File: src/rtl/pipe_link_fifo.sv
// Elastic DEPTH-entry valid/rdy link between pipeline stages with flush and occupancy count.
// Latency: 1 cycle push-to-valid; zero-latency pass-through when PIPE_LINK_BYPASS_EN is defined and the link is empty.
// Backpressure: src_rdy_out = !full & !flush_in, independent of dst_rdy_in (no comb rdy path).
module pipe_link_fifo #(
    parameter int DATA_W = 32,
    parameter int DEPTH  = 2,
    parameter int CNT_W  = $clog2(DEPTH + 1)
) (
    input  logic              clk_in,
    input  logic              reset_in,
    input  logic              flush_in,
    input  logic              src_valid_in,
    input  logic [DATA_W-1:0] src_data_in,
    output logic              src_rdy_out,
    output logic              dst_valid_out,
    output logic [DATA_W-1:0] dst_data_out,
    input  logic              dst_rdy_in,
    output logic [CNT_W-1:0]  count_out,
    output logic              full_out,
    output logic              empty_out
);
    localparam int PTR_W = (DEPTH > 1) ? $clog2(DEPTH) : 1;

    logic [DATA_W-1:0] mem [DEPTH];
    logic [PTR_W-1:0]  rd_ptr;
    logic [PTR_W-1:0]  wr_ptr;
    logic [CNT_W-1:0]  count;
    logic              full;
    logic              empty;
    logic              push;
    logic              pop;

    assign full        = (count == CNT_W'(DEPTH));
    assign empty       = (count == '0);
    assign src_rdy_out = !full && !flush_in;
    assign count_out   = count;
    assign full_out    = full;
    assign empty_out   = empty;

`ifdef PIPE_LINK_BYPASS_EN
    logic bypass;

    // An empty link with a ready consumer hands the payload straight through without storing it.
    assign bypass        = empty && src_valid_in && dst_rdy_in && !flush_in;
    assign dst_valid_out = (!empty || src_valid_in) && !flush_in;
    assign dst_data_out  = empty ? src_data_in : mem[rd_ptr];
    assign push          = src_valid_in && src_rdy_out && !bypass;
    assign pop           = dst_valid_out && dst_rdy_in && !empty;
`else
    assign dst_valid_out = !empty && !flush_in;
    assign dst_data_out  = mem[rd_ptr];
    assign push          = src_valid_in && src_rdy_out;
    assign pop           = dst_valid_out && dst_rdy_in;
`endif

    always_ff @(posedge clk_in) begin
        if (push) begin
            mem[wr_ptr] <= src_data_in;
        end
    end

    always_ff @(posedge clk_in) begin
        if (reset_in || flush_in) begin
            count  <= '0;
            rd_ptr <= '0;
            wr_ptr <= '0;
        end else begin
            if (push) begin
                wr_ptr <= (wr_ptr == PTR_W'(DEPTH - 1)) ? '0 : wr_ptr + 1'b1;
            end
            if (pop) begin
                rd_ptr <= (rd_ptr == PTR_W'(DEPTH - 1)) ? '0 : rd_ptr + 1'b1;
            end
            case ({push, pop})
                2'b10:   count <= count + 1'b1;
                2'b01:   count <= count - 1'b1;
                default: count <= count;
            endcase
        end
    end

    always_ff @(posedge clk_in) begin
        if (!reset_in) begin
            assert (!(push && full))
                else $error("pipe_link_fifo: push while full");
            assert (!(pop && empty))
                else $error("pipe_link_fifo: pop while empty");
            assert (count <= CNT_W'(DEPTH))
                else $error("pipe_link_fifo: count exceeds DEPTH");
        end
    end
endmodule

File: config.mk
export PLATFORM = sky130hd
export DESIGN_NAME = pipe_link_fifo
export DESIGN_NICKNAME = d
export VERILOG_FILES = /design/src/rtl/pipe_link_fifo.sv
export SDC_FILE = /design/constraint.sdc
export NUM_CORES = 1
export LEC_CHECK = 0
export CAP_MARGIN = 10
export CORE_ASPECT_RATIO = 2
export CORE_MARGIN = 4
export CORE_UTILIZATION = 35
export CTS_CLUSTER_SIZE = 40
export DETAILED_ROUTE_END_ITERATION = 16
export DONT_BUFFER_PORTS = 1
export PLACE_DENSITY = 0.54
export SLEW_MARGIN = 20
export SYNTH_ARGS = -nofsm -noshare
export SYNTH_HDL_FRONTEND = slang
export SYNTH_SLANG_ARGS = --single-unit
File: constraint.sdc
create_clock -name clk_in -period 8.1 [get_ports clk_in]
set_clock_uncertainty 0.2 [all_clocks]
set_input_delay 1.62 -clock clk_in [delete_from_list [all_inputs] [get_ports clk_in]]
set_output_delay 1.62 -clock clk_in [all_outputs]
set_load 0.1 [all_outputs]
* Yosys cells after proc, flatten, opt, wreduce, memory -nomap -nowiden
Memory sizes are Yosys's and may differ from the RTL's. A register that Yosys moved wholly into a read port is not among the register bits.
Cells that the tools add are included.
** Storage, ports and cells
- Flip-flop bits (word level) :: 4
- Word-level logic and storage cells :: 28
- Memory bits (writable) :: 64
- Output and inout bits :: 38
- Memories kept :: 1
- Input bits :: 37
** Cells by class
- Mux-type cells :: 7
- Reduce and logical (&&, ||, !) cells :: 10
- Eq/ne operators :: 3
- Add/subtract/negate cells :: 4
** Memory list
- mem :: words 2, width 32, read ports 1, clocked after memory_dff 1, wr ports 1, line 24 : logic [DATA_W-1:0] mem [DEPTH];
** Operators by type and width (count)
- $mux 1 :: 6
- $eq 2x2->1 const B :: 2
- $logic_and 1x1->1 :: 4
- $pmux 2 s2 :: 1
- $logic_not 1->1 :: 3
- $add 1x1->1 const B :: 2
- $add 2x1->2 const B :: 1
- $eq 2x1->1 const B :: 1
- $logic_not 2->1 :: 1
- $reduce_bool 2->1 :: 1
- $sub 2x1->2 const B :: 1
- $logic_or 1x1->1 :: 1

* Longest topological paths before layout
Gate-level depths: netlist of run 1.
- Depth in word-level cells :: 6
- Depth in mapped cells :: 7
- Depth with buffers taken out :: 7

* Worst setup path after synthesis of run 1
Ideal clock, no wire load.
- Kind :: register -> output
- Start :: reg count[1] (netlist: count_out[1])
- End :: out src_rdy_out
- Cell stages (with the launch flop) :: 3
- Data arrival time :: 3533 ps
- Path slack :: 2747 ps
- Data required time :: 6280 ps
- Path buffers :: 0
- Path through :: dfxtp_1 nor2b_1 nor2_1
** Between the ends
- Longest elaborated chain between the ends :: 3
** Ends and longest elaborated chain
- start: declaration :: line 27 : logic [CNT_W-1:0] count;
- start signal: assignment :: line 75 : 2'b10: count <= count + 1'b1;
- start signal: assignment :: line 76 : 2'b01: count <= count - 1'b1;
- start signal: assignment :: line 77 : default: count <= count;
- $eq 2x2->1 :: line 33 : assign full = (count == CNT_W'(DEPTH));
- net full_out :: line 19 : output logic full_out,
- $logic_not 1->1 :: line 35 : assign src_rdy_out = !full && !flush_in;
- $logic_and 1x1->1 :: line 35
- end: declaration :: line 14 : output logic src_rdy_out,
The timed path passes the listed nets, and every way through them passes these cells.

* Worst setup path in the final report of run 1
- Start :: reg count[1] (netlist: count_out[1])
- End :: out dst_valid_out
** Between the ends
- Longest elaborated chain between the ends :: 3
** Ends and longest elaborated chain
- $logic_not 2->1 :: line 34 : assign empty = (count == '0);
- net empty_out :: line 20 : output logic empty_out
- $logic_not 1->1 :: line 50 : assign dst_valid_out = !empty && !flush_in;
- $logic_and 1x1->1 :: line 50
- end: declaration :: line 15 : output logic dst_valid_out,
The timed path passes the listed nets, and every way through them passes these cells.

==> results of run 1 <==
-- placed cells by master (no fill, tap or decap), types with 3 or more instances in the layout --
| master | count |
|---|---|
| sky130_fd_sc_hd__edfxtp_1 | 64 |
| sky130_fd_sc_hd__mux2_2 | 30 |
| sky130_fd_sc_hd__clkbuf_16 | 9 |
| sky130_fd_sc_hd__dfxtp_1 | 4 |
| sky130_fd_sc_hd__clkinvlp_4 | 4 |
| sky130_fd_sc_hd__nor2_2 | 3 |
| sky130_fd_sc_hd__or3_1 | 3 |
| sky130_fd_sc_hd__nor2_1 | 3 |
| sky130_fd_sc_hd__o21ai_0 | 3 |
-- worst paths after layout --
kind                   endpoint  slack (ns)
setup / recovery  dst_valid_out        3.44
hold / removal        flip-flop        0.32
setup reg to reg   count_out[1]        4.31
hold reg to reg       flip-flop        0.32
-- state kept, by name, summed over array words and instances (netlist names), named ones only --
| name | cells |
|---|---|
| mem | 64 |
| rd_ptr | 1 |
| count_out | 2 |
| wr_ptr | 1 |
-- logic make-up after synthesis --
family	synth area share, %
fa+ha+maj	0.4928
mux	14.19
compound gates	0.9855
simple gates	2.761
xor+xnor	1.035
flops	79.65
buf+inv	0.8867
-- power by group through the flow --
stage	clock network, mW	logic [mW]	registers (mW)
2_1_floorplan	0	0.0775	0.413
3_3_place_gp	0	0.0817	0.414
3_5_place_dp	0	0.0824	0.414
4_1_cts	0.420	0.0825	0.407
5_1_grt	0.437	0.0838	0.408
6_report	0.408	0.0817	0.407
-- worst max-delay path, cell delays in order, from the launching register on --
cell	delay, ns
sky130_fd_sc_hd__dfxtp_1	1.06
sky130_fd_sc_hd__nor2_2	0.50
sky130_fd_sc_hd__nor2_2	0.96
-- area by class of cell --
type,count,area share (%)
sequential,69,67.54
timing repair buffer,2,0.5013
tap,90,3.759
inverter,1,0.1253
clock buffer,9,7.519
clock inverter,7,3.300
multi-input combinational,55,17.25
-- per-layer routing --
layer / part of all wire (%) / up-vias
met4: 1.4 / 0
met3: 12 / 5
met2: 58 / 61
li1: - / 513
met5: 0 / -
met1: 29 / 555
-- per-stage QoR --
stage               hold WS, ns  power (mW)  std cells
finish                   0.3158      0.8961        233
global placement         0.2836      0.4953        217
floorplan                0.2657      0.4901        129
CTS                      0.3141      0.9090        233
global route             0.3634      0.9288        233
detailed placement       0.2898      0.4966        217
==> results by group, run 1 <==
Setup path
  – Kind of end point of the critical path: primary output
  – Type of origin of the critical path: flip-flop
  – Required time at the worst-slack endpoint: around 6.3 ns
  – FF-to-FF Start: count_out[1]
  – Timing startpoint of the critical path: count_out[1]
  – CP Max Fanout: 6
  – Arrival time at the worst endpoint: 2.84 ns
  – Reg2Reg Depth: 6
  – Type of the worst setup path: reg -> out

CTS
  – TritonCTS Sinks: 69
  – Post-CTS setup buffers: 0
  – Resized Gates After CTS: 0
  – Deepest level of the CTS H-tree: 3
  – TritonCTS clock tree: done
  – Number of buffers inserted by hold repair at cts: 0
  – Insertion delay of the later-clocked pin in the worst-skew pair: between 0.3 and 0.4 ns
  – Clock root buffer: sky130_fd_sc_hd__clkbuf_16
  – Clock transition at the registers of the reported paths: roughly 0.060 ns
  – Buffer depth of the longest clock path: 2
  – Number of buffers added by the clock tree synthesis step: 9

Timing
  – Final worst-path cycle share: roughly 58%
  – RSZ-0062 raised after global routing: no
  – Number of max-slew violations in the final report: 0
  – Final WS setup: around 3.4 ns
  – Slew of the pin with the lowest slew margin: between 1 and 1.5 ns
  – Minimum period implied by the final worst setup slack: between 4 and 5 ns
  – Number of setup violations in the final report: 0
  – Setup tns final: 0 ns
  – Worst rel slew slack: 24.73%
  – Hold violation total from the final report: 0
  – Peak clock frequency supported by timing: between 0.2 and 0.25 GHz

Finish
  – Area of all sequential standard cells: 0.002023 mm2
  – Fraction of layout instances using a drive strength above 1: between 30% and 40%
  – ANT cells: 0
  – Finished Cell Area: 0.002995 mm2
  – Filler cell count: approximately 630
  – Total area of multi-input combinational cells: 516.7 um2
  – Number of nets at the end of the flow: approximately 180
  – Layout area overhead: 17.99%
  – Final core occ: between 40 and 50%

Synthesis
  – Number of enable-type register cells in the synthesized netlist: between 60 and 70
  – Most instantiated cells after synthesis: sky130_fd_sc_hd__edfxtp_1 (64), sky130_fd_sc_hd__mux2_2 (30), sky130_fd_sc_hd__nor2_1 (7)
  – Post-Syn Area per Cell: 19.68 um2
  – Most common cell in the synthesized netlist: sky130_fd_sc_hd__edfxtp_1
  – Mapped Area: approximately 0.0025 mm2
  – Synthesis-stage register bit count: just under 70
  – Netlist cell types: 18
  – Proportion of synthesized chip area in sequential cells: between 70% and 80%
  – Net Count, Synth: 167
  – Share of Yosys cell area claimed by the top area cell type: approximately three quarters
  – Warnings, synthesis: 0
  – Cell count after synthesis: about 130
  – Dominant cell type by area after synthesis: sky130_fd_sc_hd__edfxtp_1
  – Top cells by area, synth: sky130_fd_sc_hd__edfxtp_1 (76%), sky130_fd_sc_hd__mux2_2 (13%), sky130_fd_sc_hd__dfxtp_1 (3.9%)
  – Top flip-flop cell by instance count after synthesis: sky130_fd_sc_hd__edfxtp_1
  – FFs w/ async S/R, synth: 0%

Placed design
  – Cell area after placement: ~0.0027 mm2
  – IO Port Bufs: 0
  – Worst setup slack before clock tree synthesis: 3.638 ns
  – Dpl hpwl: between 3000 and 4000 um
  – Routability-driven placement congestion ratio: approximately 0.74

Hold path
  – Cell count of the worst hold path: 2
  – Beginning of the worst hold path: rd_ptr
  – Type of the most critical hold path: reg -> reg

Global routing
  – M1 GR Usage: between 8 and 9%
  – First-pass GRT wire length: approximately 6600 um
  – Most Used Layer, Global Route: met2
  – Met3 Usage GRT: between 6 and 7%
  – Met2 track utilization from global routing: between 10% and 20%
  – Global-route congestion overflow total: 0
  – Global routing usage summed across all routing layers: a little over a tenth
  – Via count of the first global-routing pass: ~1200
  – Number of antenna violations at the first check in global routing: 0
  – Pin count of the biggest net entering global routing: 33

Power and ir drop
  – Share of total power in the clock network: 45.5%
  – Sequential share of power: a little under half
  – P_sw: between 200 and 250 uW
  – IR Drop Worst-Case VDD: between 0.15 and 0.2 mV
  – Net switching share of the total power: between 20% and 30%
  – Pleak: roughly 0.96 nW
  – Share of power burned in combinational logic: 9.1%
  – Power Internal: 680.1 uW
  – Power density over cell area: approximately 300 mW/mm2

Status
  – Status: completed

Route
  – Routed WL per cell: a little under 20 um
  – Number of design-rule violations left by the first detailed-router iteration: 87
  – Count of nets left with antenna violations after detail routing: 0
  – First-pass iteration count of the detailed router: 4
  – # DRC: 0
  – Total wirelength of the detailed-routed design: between 4000 and 5000 um
  – Vias after detailed routing: about 1100
  – Via/cell ratio: roughly 4.9

Floorplanning
  – Die H: roughly 130 um
  – Effective utilization at floorplan: 36.30%
  – Core Region: 0.006994 mm2
  – Number of placement rows: 43
  – DIE AREA: roughly 0.0088 mm2
  – Die span in x: approximately 70 um
  – Num ports: 75

Run
  – Number of maximum-capacitance violations: 0
Note: power is estimated with default switching activity, not from simulation.
==> inputs of run 2 (changes only) <==
--- a/config.mk
+++ b/config.mk
@@ -12,7 +12,7 @@
 export CTS_CLUSTER_SIZE = 40
 export DETAILED_ROUTE_END_ITERATION = 16
 export DONT_BUFFER_PORTS = 1
-export PLACE_DENSITY = 0.54
+export PLACE_DENSITY = 0.56
 export SLEW_MARGIN = 20
 export SYNTH_ARGS = -nofsm -noshare
 export SYNTH_HDL_FRONTEND = slang
==> constraint.sdc (replaced) <==
create_clock -name clk_in -period 4.15 [get_ports clk_in]
set_clock_uncertainty 0.2 [all_clocks]
set_input_delay 0.83 -clock clk_in [delete_from_list [all_inputs] [get_ports clk_in]]
set_output_delay 0.83 -clock clk_in [all_outputs]
set_load 0.1 [all_outputs]
==> run 2 against run 1 <==
Net effect:
- global-route usage about the same
- non-clock buffer count up 10
- register-to-register slack lost 3.3 ns
- critical path type unchanged
- largest cell class unchanged
==> results by group, run 2 (synthesis gave the netlist of run 1 again) <==
Power and ir drop
  – Power Internal: 1.257 mW (+85%)
  – Power density over cell area: 543.1 mW/mm2 (+82%)
  – Net switching share of the total power: 23.46% (-0.65 points)
  – Share of power burned in combinational logic: 10.2% (+1.1 points)
  – IR Drop Worst-Case VDD: 0.4002 mV (+150%)
  – Share of total power in the clock network: 41.6% (-3.9 points)
  – Sequential share of power: 48.3% (+2.9 points)
  – Total design power: 1.642 mW (+83%)
  – P_sw: 385.2 uW (+78%)
  – Pleak: 0.9968 nW (+4.1%)

Setup path
  – Type of origin of the critical path: flip-flop
  – CP Max Fanout: 5 (-1)
  – Number of buffers and inverters on the critical path: 3 (+3)
  – Sequence of cells on the critical path: buf_4, nor2_2, buf_4, nor2_2, buf_4
  – Register-to-register path setup slack: 0.98 ns (-3.33 ns)
  – Required time at the worst-slack endpoint: 3.12 ns (-3.16 ns)
  – Biggest cell delay along the critical path: 0.96 ns (-0.10 ns)
  – CP dominant cell by count: sky130_fd_sc_hd__buf_4
  – Slowest cell on crit path: sky130_fd_sc_hd__dfxtp_1
  – Kind of end point of the critical path: primary output
  – Arrival time at the worst endpoint: 2.27 ns (-0.57 ns)
  – Type of the worst setup path: reg -> out
  – Critical path's top delay family: flip-flops

Floorplanning
  – Num ports: 75 (unchanged)
  – Number of placement rows: 43 (unchanged)
  – Effective utilization at floorplan: 36.30% (unchanged)
  – DIE AREA: 0.008763 mm2 (unchanged)
  – Die H: 128.4 um (unchanged)
  – Core Region: 0.006994 mm2 (unchanged)
  – Die span in x: 68.22 um (unchanged)

Timing
  – Final worst-path cycle share: 79.59%
  – Number of max-slew violations in the final report: 0 (unchanged)
  – Hold violation total from the final report: 0 (unchanged)
  – Worst rel slew slack: 34.73% (+10 points)
  – Minimum period implied by the final worst setup slack: about 3.3 ns
  – Slew of the pin with the lowest slew margin: 0.9777 ns (-0.1502 ns)
  – Peak clock frequency supported by timing: about 0.3 GHz
  – RSZ-0062 raised after global routing: no
  – Setup tns final: 0 ns (unchanged)
  – Number of setup violations in the final report: 0 (unchanged)

Placed design
  – IO Port Bufs: 0 (unchanged)
  – Routability-driven placement congestion ratio: 0.7501 (+0.82%)
  – Cell area after placement: 0.002753 mm2 (+3.3%)
  – Dpl hpwl: 3132 um (+0.21%)

CTS
  – Number of buffers inserted by hold repair at cts: 0 (unchanged)
  – Clock transition at the registers of the reported paths: 0.05 ns (about the same)
  – Buffer depth of the longest clock path: 2 (unchanged)
  – Number of buffers added by the clock tree synthesis step: 9 (unchanged)
  – Clock root buffer: sky130_fd_sc_hd__clkbuf_16
  – Insertion delay of the later-clocked pin in the worst-skew pair: 0.31 ns (about the same)
  – Resized Gates After CTS: 0 (unchanged)
  – TritonCTS Sinks: 69 (unchanged)
  – Post-CTS setup buffers: 0 (unchanged)
  – Deepest level of the CTS H-tree: 3 (unchanged)
  – TritonCTS clock tree: done

Finish
  – Most frequent standard cell in the layout excluding fill and tap cells: sky130_fd_sc_hd__edfxtp_1
  – Register with the highest flop count: mem
  – Number of nets at the end of the flow: 186 (+5.7%)
  – ANT cells: 0 (unchanged)
  – Commonest non-fill, non-tap cells in the layout: sky130_fd_sc_hd__edfxtp_1 (64), sky130_fd_sc_hd__mux2_2 (30), sky130_fd_sc_hd__buf_4 (11)
  – Finished Cell Area: 0.003023 mm2 (+0.92%)
  – Final core occ: 43.22% (+0.39 points)
  – Fraction of layout instances using a drive strength above 1: 38.41% (-0.051 points)
  – Flip-flop count of the largest register after layout: 64 (unchanged)
  – Layout area overhead: 19.07%

Route
  – Count of nets left with antenna violations after detail routing: 0 (unchanged)
  – # DRC: 0 (unchanged)
  – Number of design-rule violations left by the first detailed-router iteration: 56 (-36%)
  – Routed WL per cell: 18.09 um (-5.8%)
  – Vias after detailed routing: 1159 (+2.2%)
  – First-pass iteration count of the detailed router: 4 (unchanged)
  – Via/cell ratio: 4.809 (-1.2%)
  – Total wirelength of the detailed-routed design: 4359 um (-2.6%)

Global routing
  – Via count of the first global-routing pass: 1315 (+5.4%)
  – First-pass GRT wire length: 6527 um (-0.84%)
  – Global-route congestion overflow total: 0 (unchanged)
  – Global routing usage summed across all routing layers: 10.91% (-0.028 points)
  – Pin count of the biggest net entering global routing: 30 (-9.1%)
  – Number of antenna violations at the first check in global routing: 0 (unchanged)

Hold path
  – Type of the most critical hold path: reg -> reg

Status
  – Status: completed

Run
  – Number of maximum-capacitance violations: 0 (unchanged)
==> run 2: cell types whose count changed in the layout (fill, tap and decap cells not counted), sizes merged <==
cell / before / now
bufinv: 2 / 1
clkinvlp: 4 / 0
clkbuf: 9 / 10
inv: 2 / 1
clkinv: 0 / 3
buf: 2 / 12
==> run 2: final timing paths <==
check                                   from             to  depth (start not counted)
worst max register to register  count_out[0]   count_out[1]                          9
worst max-delay path            count_out[0]  dst_valid_out                          5
worst min register to register        rd_ptr         rd_ptr                          2
worst min-delay path                  rd_ptr         rd_ptr                          2
==> run 2: area by class of cell <==
type,count,area (um2)
sequential,69,2022
timing repair buffer,12,102.6
multi-input combinational,55,511.7
inverter,1,3.754
clock inverter,4,41.29
tap,90,112.6
fill,656,3971
clock buffer,10,229.0
==> run 2: power groups by stage <==
stage,Clock (mW),Combinational (mW),Sequential [mW]
finish,0.683,0.167,0.793
global route,0.735,0.172,0.794
CTS,0.699,0.169,0.793
detailed placement,0,0.168,0.806
global placement,0,0.167,0.804
floorplan,0,0.152,0.805
==> run 2: metrics by stage <==
step           std cells  hold WS, ns  worst slack (ns)
2_1_floorplan        129       0.2657           0.08405
3_3_place_gp         227       0.2953             1.083
3_5_place_dp         227       0.3170            0.9943
4_1_cts              241       0.3313            0.8305
5_1_grt              241       0.3748            0.7932
6_report             241       0.3212            0.8469
==> run 2: worst reg2reg max path, delay by kind of cell (launching register included) <==
kind / cells / cell delay, ns
adder cells (fa/ha/maj): 1 / 0.26
AND/OR/NAND/NOR: 4 / 0.72
AO/OA/AOI/OAI: 1 / 0.14
flip-flops: 1 / 0.96
buffers and inverters: 3 / 0.83
==> run 2: per-layer routing <==
metal | up-vias | wire [um] | GRT usage [%]
met5 | - | 0 | 0
met3 | 7 | 476 | 6.638
met1 | 572 | 1131 | 7.910
met2 | 52 | 2652 | 20.02
met4 | 0 | 99 | 5.979
li1 | 528 | - | -
